===== config.mk =====
export PLATFORM = sky130hd
export DESIGN_NAME = exc_status_ctrl
export DESIGN_NICKNAME = d
export VERILOG_FILES = /design/src/rtl/exc_status_ctrl_pkg.sv /design/src/rtl/exc_status_ctrl_status_reg.sv /design/src/rtl/exc_status_ctrl.sv
export SDC_FILE = /design/constraint.sdc
export NUM_CORES = 1
export LEC_CHECK = 0
export ABC_AREA = 1
export BUFFER_PORTS_ARGS = -buffer_cell sky130_fd_sc_hd__clkbuf_2
export CELL_PAD_IN_SITES_DETAIL_PLACEMENT = 2
export CELL_PAD_IN_SITES_GLOBAL_PLACEMENT = 2
export CORE_MARGIN = 4
export CORE_UTILIZATION = 25
export DETAILED_ROUTE_END_ITERATION = 8
export GPL_ROUTABILITY_DRIVEN = 1
export PLACE_DENSITY = 0.91
export RECOVER_POWER = 50
export SYNTH_ARGS = -nofsm -noshare
export SYNTH_HDL_FRONTEND = slang
export SYNTH_HIERARCHICAL = 1
export SYNTH_SLANG_ARGS = --single-unit

===== constraint.sdc =====
create_clock -name clock -period 1.86 [get_ports clock]
set_clock_uncertainty 0.05 [all_clocks]
set_input_delay 0.279 -clock clock [delete_from_list [all_inputs] [get_ports clock]]
set_output_delay 0.279 -clock clock [all_outputs]
set_load 0.1 [all_outputs]

===== src/rtl/exc_status_ctrl_pkg.sv =====
// Shared processor definitions for the exception-status path.
// Holds the exception codes, the setx/bex opcodes, the controller state encoding
// and a helper that turns a 27-bit jump immediate into a 32-bit PC.
package exc_status_ctrl_pkg;

    localparam int unsigned XLEN   = 32;
    localparam int unsigned TGT_W  = 27;
    localparam int unsigned OP_W   = 5;
    localparam int unsigned FCNT_W = 4;

    // Exception codes written into rstatus by the execute-stage detector
    localparam logic [XLEN-1:0] EXC_ADD_OVF  = 32'd1;
    localparam logic [XLEN-1:0] EXC_ADDI_OVF = 32'd2;
    localparam logic [XLEN-1:0] EXC_SUB_OVF  = 32'd3;

    // Opcodes of the instructions that touch rstatus
    localparam logic [OP_W-1:0] OP_SETX = 5'b10101;
    localparam logic [OP_W-1:0] OP_BEX  = 5'b10110;

    typedef enum logic [1:0] {
        ST_IDLE     = 2'd0,
        ST_FLUSH    = 2'd1,
        ST_REDIRECT = 2'd2
    } state_t;

    // Jump immediates are zero-extended into the PC
    function automatic logic [XLEN-1:0] target_to_pc(input logic [TGT_W-1:0] t);
        return {5'b0, t};
    endfunction

endpackage


===== src/rtl/exc_status_ctrl_status_reg.sv =====
// Architectural exception status register (shadow of $r30).
// Ports:
//   clock, reset_n          - clock, async active-low reset
//   status_en, status_code  - exception code from execute stage (highest priority)
//   setx_en, setx_target    - setx immediate write
//   rstatus                 - registered status value
//   status_fwd_c            - value rstatus will hold after this edge (bex forwarding)
module exc_status_ctrl_status_reg
    import exc_status_ctrl_pkg::*;
(
    input  logic             clock,
    input  logic             reset_n,
    input  logic             status_en,
    input  logic [XLEN-1:0]  status_code,
    input  logic             setx_en,
    input  logic [TGT_W-1:0] setx_target,
    output logic [XLEN-1:0]  rstatus,
    output logic [XLEN-1:0]  status_fwd_c
);

    logic [XLEN-1:0] status_next_c;

    // Detector beats setx when both retire together
    always_comb begin
        status_next_c = rstatus;
        if (status_en) begin
            status_next_c = status_code;
        end else if (setx_en) begin
            status_next_c = target_to_pc(setx_target);
        end
    end

    assign status_fwd_c = status_next_c;

    always_ff @(posedge clock or negedge reset_n) begin
        if (!reset_n) begin
            rstatus <= '0;
        end else begin
            rstatus <= status_next_c;
        end
    end

endmodule


===== src/rtl/exc_status_ctrl.sv =====
// Exception status controller: owns rstatus, resolves bex and sequences
// a fixed-length pipeline flush followed by a PC redirect to the handler.
// Ports:
//   clock, reset_n                    - clock, async active-low reset
//   status_en, status_writeReg        - execute-stage exception code
//   setx_en, setx_target              - setx write
//   bex_valid, bex_target, bex_ready  - bex handshake from decode
//   redirect_valid, redirect_pc,
//   redirect_ack                      - PC redirect to fetch
//   flush                             - kill IF/ID
//   rstatus                           - current status
//   exc_taken                         - saturating count of taken bex
module exc_status_ctrl
    import exc_status_ctrl_pkg::*;
#(
    parameter int unsigned FLUSH_CYCLES = 2,
    parameter int unsigned CNT_W        = 8
) (
    input  logic             clock,
    input  logic             reset_n,
    input  logic             status_en,
    input  logic [31:0]      status_writeReg,
    input  logic             setx_en,
    input  logic [26:0]      setx_target,
    input  logic             bex_valid,
    input  logic [26:0]      bex_target,
    output logic             bex_ready,
    output logic             redirect_valid,
    input  logic             redirect_ack,
    output logic [31:0]      redirect_pc,
    output logic             flush,
    output logic [31:0]      rstatus,
    output logic [CNT_W-1:0] exc_taken
);

    localparam logic [FCNT_W-1:0] FLUSH_LAST = FCNT_W'(FLUSH_CYCLES - 1);

    state_t            state;
    logic [FCNT_W-1:0] flush_cnt;
    logic [XLEN-1:0]   status_fwd_c;

    exc_status_ctrl_status_reg u_status_reg (
        .clock        (clock),
        .reset_n      (reset_n),
        .status_en    (status_en),
        .status_code  (status_writeReg),
        .setx_en      (setx_en),
        .setx_target  (setx_target),
        .rstatus      (rstatus),
        .status_fwd_c (status_fwd_c)
    );

    // Decode only accepts bex while no sequence is in flight
    assign bex_ready = (state == ST_IDLE);

    // Flush/redirect sequencer; flush stays high through REDIRECT
    always_ff @(posedge clock or negedge reset_n) begin
        if (!reset_n) begin
            state          <= ST_IDLE;
            flush_cnt      <= '0;
            redirect_pc    <= '0;
            redirect_valid <= 1'b0;
            flush          <= 1'b0;
            exc_taken      <= '0;
        end else begin
            case (state)
                ST_IDLE: begin
                    // bex sees the status being written this same cycle
                    if (bex_valid && (status_fwd_c != '0)) begin
                        state       <= ST_FLUSH;
                        redirect_pc <= target_to_pc(bex_target);
                        flush       <= 1'b1;
                        flush_cnt   <= '0;
                    end
                end
                ST_FLUSH: begin
                    if (flush_cnt == FLUSH_LAST) begin
                        state          <= ST_REDIRECT;
                        redirect_valid <= 1'b1;
                    end else begin
                        flush_cnt <= flush_cnt + FCNT_W'(1);
                    end
                end
                ST_REDIRECT: begin
                    if (redirect_ack) begin
                        state          <= ST_IDLE;
                        redirect_valid <= 1'b0;
                        flush          <= 1'b0;
                        if (exc_taken != '1) begin
                            exc_taken <= exc_taken + CNT_W'(1);
                        end
                    end
                end
                default: begin
                    state          <= ST_IDLE;
                    redirect_valid <= 1'b0;
                    flush          <= 1'b0;
                end
            endcase
        end
    end

endmodule


* Word-level counts from Yosys, hierarchy flattened
Cells that the tools add are included.
** Word-level totals
- Register bits :: 75
- Output and inout port bits :: 75
** Cells by class
- Add/subtract/negate cells :: 2
- Equal/unequal tests :: 8
- Mux-type cells :: 14
- Bitwise operators :: 2
- Reduce and logical (&&, ||, !) cells :: 10
** Operator list (count)
- two-way mux 32 bit :: 2
- nonzero test 32 bit :: 1
- AND reduction 3 bit :: 5
- adder 8 x 1 -> 8 bit (second input constant) :: 1
- two-way mux 4 bit :: 2
- != test 8 bit (second input constant) :: 1
- one-hot mux 4 bit (2 select lines) :: 1
- two-way mux 2 bit :: 3
- != test 2 bit (second input constant) :: 3
- one-hot mux 1 bit (3 select lines) :: 2
- one-hot mux 2 bit (3 select lines) :: 1
- adder 4 x 1 -> 4 bit (second input constant) :: 1
- equality test 4 x 1 -> 1 bit (second input constant) :: 1
- two-way mux 1 bit :: 3
- equality test 2 x 1 -> 1 bit (second input constant) :: 1
- equality test 2 bit (second input constant) :: 1
- logical NOT 2 bit :: 1
- != test 2 x 1 -> 1 bit (second input constant) :: 1
- inverter 1 bit :: 2
- AND reduction 2 bit :: 1
- nonzero test 2 bit :: 1
- logical AND 1 bit :: 1

* Longest topological paths before layout
- Word-level depth :: 6
- Mapped depth :: 14
- Gate-level depth less buffers :: 13

* Hierarchy
The synthesis kept the hierarchy.
** Modules (own cells, without submodules)
- exc_status_ctrl :: instances 1, cells each 244, area an instance 2011.9 µm², sequential area each 1076.0 µm²
- exc_status_ctrl_status_reg :: instances 1, cells each 250, area an instance 1789.2 µm², sequential area each 800.8 µm²

* Worst setup path after synthesis
No wires, ideal clock.
- Kind :: flip-flop to flip-flop
- Start point :: register state[1]
- End point :: register redirect_pc[10]
- Library setup time :: 129 ps
- Data arrival time :: 2444 ps
- Data required time :: 1681 ps
- Path slack :: -763 ps
- Cell stages (with the launch flop) :: 6
- Path through :: dfrtp_1 nor2_1 nand3_1 buf_2 nand2_1 o21ai_0
** Between the ends
- Longest elaborated chain between the ends :: 2
** RTL lines
- from (decl) :: line exc_status_ctrl.sv:38 : state_t state;
- from (signal assigned) :: line exc_status_ctrl.sv:59 : state <= ST_IDLE;
- from (signal assigned) :: line exc_status_ctrl.sv:70 : state <= ST_FLUSH;
- from (signal assigned) :: line exc_status_ctrl.sv:78 : state <= ST_REDIRECT;
- logical NOT 2 bit
- named net bex_ready :: line exc_status_ctrl.sv:27 : output logic bex_ready,
- AND reduction 2 bit (no source line)
- to (signal assigned) :: line exc_status_ctrl.sv:71 : redirect_pc <= target_to_pc(bex_target);
- to (decl) :: line exc_status_ctrl.sv:30 : output logic [31:0] redirect_pc,
The timed path passes the listed nets, and every way through them passes these cells.
A chain may end at the register's enable or synchronous reset.

* Worst setup path after layout
- Start point :: register u_status_reg.rstatus[15]
- End point :: register redirect_pc[6]
** Between the ends
- Longest elaborated chain between the ends :: 5
** RTL lines
- from (decl) :: line exc_status_ctrl_status_reg.sv:17 : output logic [XLEN-1:0] rstatus,
- from (signal assigned) :: line exc_status_ctrl_status_reg.sv:39 : rstatus <= status_next_c;
- two-way mux 32 bit :: line exc_status_ctrl_status_reg.sv:28 : end else if (setx_en) begin
- two-way mux 32 bit :: line exc_status_ctrl_status_reg.sv:26 : if (status_en) begin
- named net status_fwd_c[15] :: line exc_status_ctrl.sv:40 : logic [XLEN-1:0] status_fwd_c;
- nonzero test 32 bit :: line exc_status_ctrl.sv:69 : if (bex_valid && (status_fwd_c != '0)) begin
- logical AND 1 bit :: line exc_status_ctrl.sv:69
- AND reduction 2 bit (no source line)
The timed path passes the listed nets, and every way through them passes these cells.

==> results.md <==
- Final worst slack: -0.0695 ns
- Total wire length: 15000 um
- Main flop type after synthesis: dfrtp_1
- Post-synth EDFFs: 0
- CP delay by family, top: simple AND/OR/NAND/NOR gates
- Critical R2R Capture: redirect_pc[6]
- Finished Cell Area: 5680 sq um
- Reg2Reg Setup Slack: -0.07 ns
- Period Utilization, post-route: 104%
- CP startpoint kind: register
- Hold path startpoint: bex_target[22]
- Top-count cell post-synth: nand2_1
- Total GRT Usage: 17.5%
- Setup Viol. Count Final: 14
- Sequential Power Share: 26.0%
- Maximum vdd ir drop: 1330 uV
- H-Tree Depth: 3
- Final min period: 1.93 ns
- Placed Area: 4930 sq um
- Slew margin rel.: 61.0%
- Final Max Slew Viols: 0
- Worst Hold Class: input port to register
- DIE WIDTH: 131 um
- CTS tree: built
- Clk pin slew, worst setup/hold paths: 0.06 ns
- Comb pwr share: 55.2%
- Sw Pwr: 5.48 mW
- DRC: 0
- Slowest CP cell: dfrtp_2
- Violated checks: setup timing
- Most common cell on crit path: nand2_2
- Dpl cells: 836
- ANT cells: 0
- Clk buf depth: 2
- Crit. End Element: register
- Hold EP: redirect_pc[22]
- Max FO, Critical Path: 7
- Crit path DAT: 2.15 ns
- RSZ-0062 raised after global routing: true
- Pre-Repair DR Iteration Count: 4
- Reg2Reg Depth: 13
- Vias per cell: 4.45
- Power Internal: 4.24 mW
- Avg Synthesized Cell Area: 7.69 sq um
- Pwr dens: 1710 nW/um^2
- Global-route wire length before repair: 24400 um
- Vias in the first global route: 4529
- WP buf/inv: 3
- Distinct cell type count after synthesis: 28
- Cell row count: 44
- PortBufs: 161
- Fillers: 1674
- Fin nets: 775
- Placeable Area: 14700 sq um
- Worst r2r src: u_status_reg/rstatus[15]
- DPL Wire Length: 11100 um
- Final Hold Fails: 0
- Vias after detailed routing: 3866
- Worst EP required: 2.08 ns
- Pin count of the biggest net entering global routing: 39
- Synth Register Bits: 75
- Antenna Violating Nets Remaining: 0
- Max-cap viol count: 0
- Worst slew pin tran: 0.587 ns
- Area growth syn-to-layout: 49.4%
- Clk Latency, worst-skew pair: 0.34 ns
- Non-Filler Instances: 869
- Sw frac: 56.4%
- Share of layout cells above drive strength 1: 51.4%
- Post-synth top area share: 49.4%
- Largest stage delay, worst path: 0.41 ns
- Setup tns final: -0.536 ns
- Avg WL per Cell: 17.2 um
- Cell count after synthesis: 494
- CP Class: register to register
- CP Cell Sequence: inv_2 > nand2_1 > nand3_2 > nand2_2 > nor2_2 > nand2_2 > nor2_2 > nand4_1 > nand3_4 > buf_12 > buf_12 > nand2_2 > o21ai_1
- Status: finished, violations left
- Fmax: 518 MHz
- Sequential area share after synthesis: 49.4%
- Top cells by area, synth: dfrtp_1 49%, nand2_1 17%, inv_1 9.1%
- Worst hold slack: 0.115 ns
- Antenna violations before repair: 1
- Async set or reset register ratio after synthesis: 100%
- Die H: 131 um
- Post-synth top cells: 176 x nand2_1, 92 x inv_1, 75 x dfrtp_1
- Starting DRT DRC Count: 57
- GP Congestion: 0.765
- Total die area: 17200 sq um
- Synthesized area: 3800 sq um
- Number of buffers inserted during clock tree synthesis: 9
- Ys Warns: 6
- Hold path depth: 3
- Clock sinks: 75
- Clock network power share: 18.8%
- CTS Root Cell: clkbuf_16
- Synth area leader: dfrtp_1
- # IOs: 167
- Overflow after GRT: 0
- Initial Util: 25.9%
- Leak Pwr: 3.20 nW
-- state kept, by name, summed over array words and instances, names as in the netlist --
name,count
redirect_pc,27
u_status_reg/rstatus,32
flush,1
exc_taken,8
state,2
flush_cnt,4
redirect_valid,1
-- layout by cell type, fill, tap and decap left out, types with 2 or more instances in the layout --
master     Yosys  routed
dfrtp_1       75      38
clkinv_4       0       2
o21ai_1        0       5
nand4_1        3       3
ha_1           3       3
buf_4          6      21
buf_12         1       8
nor2_4         0       2
o21ai_2        1       8
nand2_4        0       2
nand2_2       10      43
nand2_1      176     140
inv_2          3      11
xnor2_1        3       3
inv_1         92      84
nor2_1        27      10
nor2_2         1      16
o21ai_0       31      18
clkbuf_16      0      10
xor2_1         4       4
dfrtp_4        0       2
dfrtp_2        0      35
clkbuf_2       0     159
inv_6          0       2
conb_1         1       5
nand3_2       10      18
nand3_1       24      15
-- what timing repair did --
| action | CTS | global route |
|---|---|---|
| resized for setup | 34 | 68 |
| hold endpoints to repair | 37 | 0 |
| endpoints found under the setup margin | 32 | 34 |
| buffers inserted | 6 | 9 |
| hold buffers | 1 | 0 |
| pin swaps | 3 | 23 |
| cloned | 2 | 1 |
-- worst register-to-register path, stage by stage, from the launching register on --
cell	delay, ns
dfrtp_2	0.41
inv_2	0.06
nand2_1	0.06
nand3_2	0.07
nand2_2	0.06
nor2_2	0.13
nand2_2	0.09
nor2_2	0.14
nand4_1	0.20
nand3_4	0.18
buf_12	0.14
buf_12	0.13
nand2_2	0.06
o21ai_1	0.07
-- worst max-delay path by stage --
| stage | startpoint | to | cells past startpoint |
|---|---|---|---|
| after global placement | setx_en | redirect_pc[7] | 13 |
| after CTS | u_status_reg/rstatus[21] | redirect_pc[17] | 13 |
| after global routing | u_status_reg/rstatus[15] | redirect_pc[13] | 13 |
| after floorplan | exc_taken[4] | exc_taken[5] | 6 |
| after detailed placement | status_en | redirect_pc[21] | 13 |
| final | u_status_reg/rstatus[15] | redirect_pc[6] | 13 |
-- layer usage --
metal	part of all wire, %	track usage, %	vias up
met5	0.053	0	-
met3	6.9	5.73	11
li1	-	-	1825
met4	0.83	3.56	2
met1	38	19.4	1909
met2	55	32.7	119
-- cells by family after synthesis --
logic type,synth area share (%)
buffers and inverters,13.9
and+or+nand+nor,28.8
AOI/OAI and AO/OA,5.20
other,0.0987
xor gates and xnor gates,1.61
DFF,49.4
adders and majority gates,0.988
-- power groups by stage --
stage | registers, mW | logic [mW] | clock network (mW)
final | 2.53 | 5.36 | 1.83
after global routing | 2.60 | 5.61 | 1.97
after CTS | 2.50 | 5.24 | 1.89
after detailed placement | 2.51 | 4.95 | 0
after global placement | 2.46 | 4.77 | 0
after floorplan | 5.35 | 1.05 | 0
-- final cells by class --
class                   instances  area, sq um  share of cell area (%)
flip-flops and latches         75         1930                    33.9
multi-input cells             305         1670                    29.4
repair buffers                193         1180                    20.8
inverters                      96          363                    6.39
clock buffers                  10          239                    4.21
well taps                     184          230                    4.05
clock inverters                 6         72.6                    1.28
-- metrics by stage --
step	util, %	power [mW]	setup slack [ns]
2_1_floorplan	-	6.40	0.0368
3_3_place_gp	33.5	7.23	-0.226
3_5_place_dp	33.5	7.46	-0.444
4_1_cts	37.0	9.63	-0.0969
5_1_grt	38.6	10.2	-0.192
6_report	38.6	9.72	-0.0695
(Power assumes the default switching activity.)
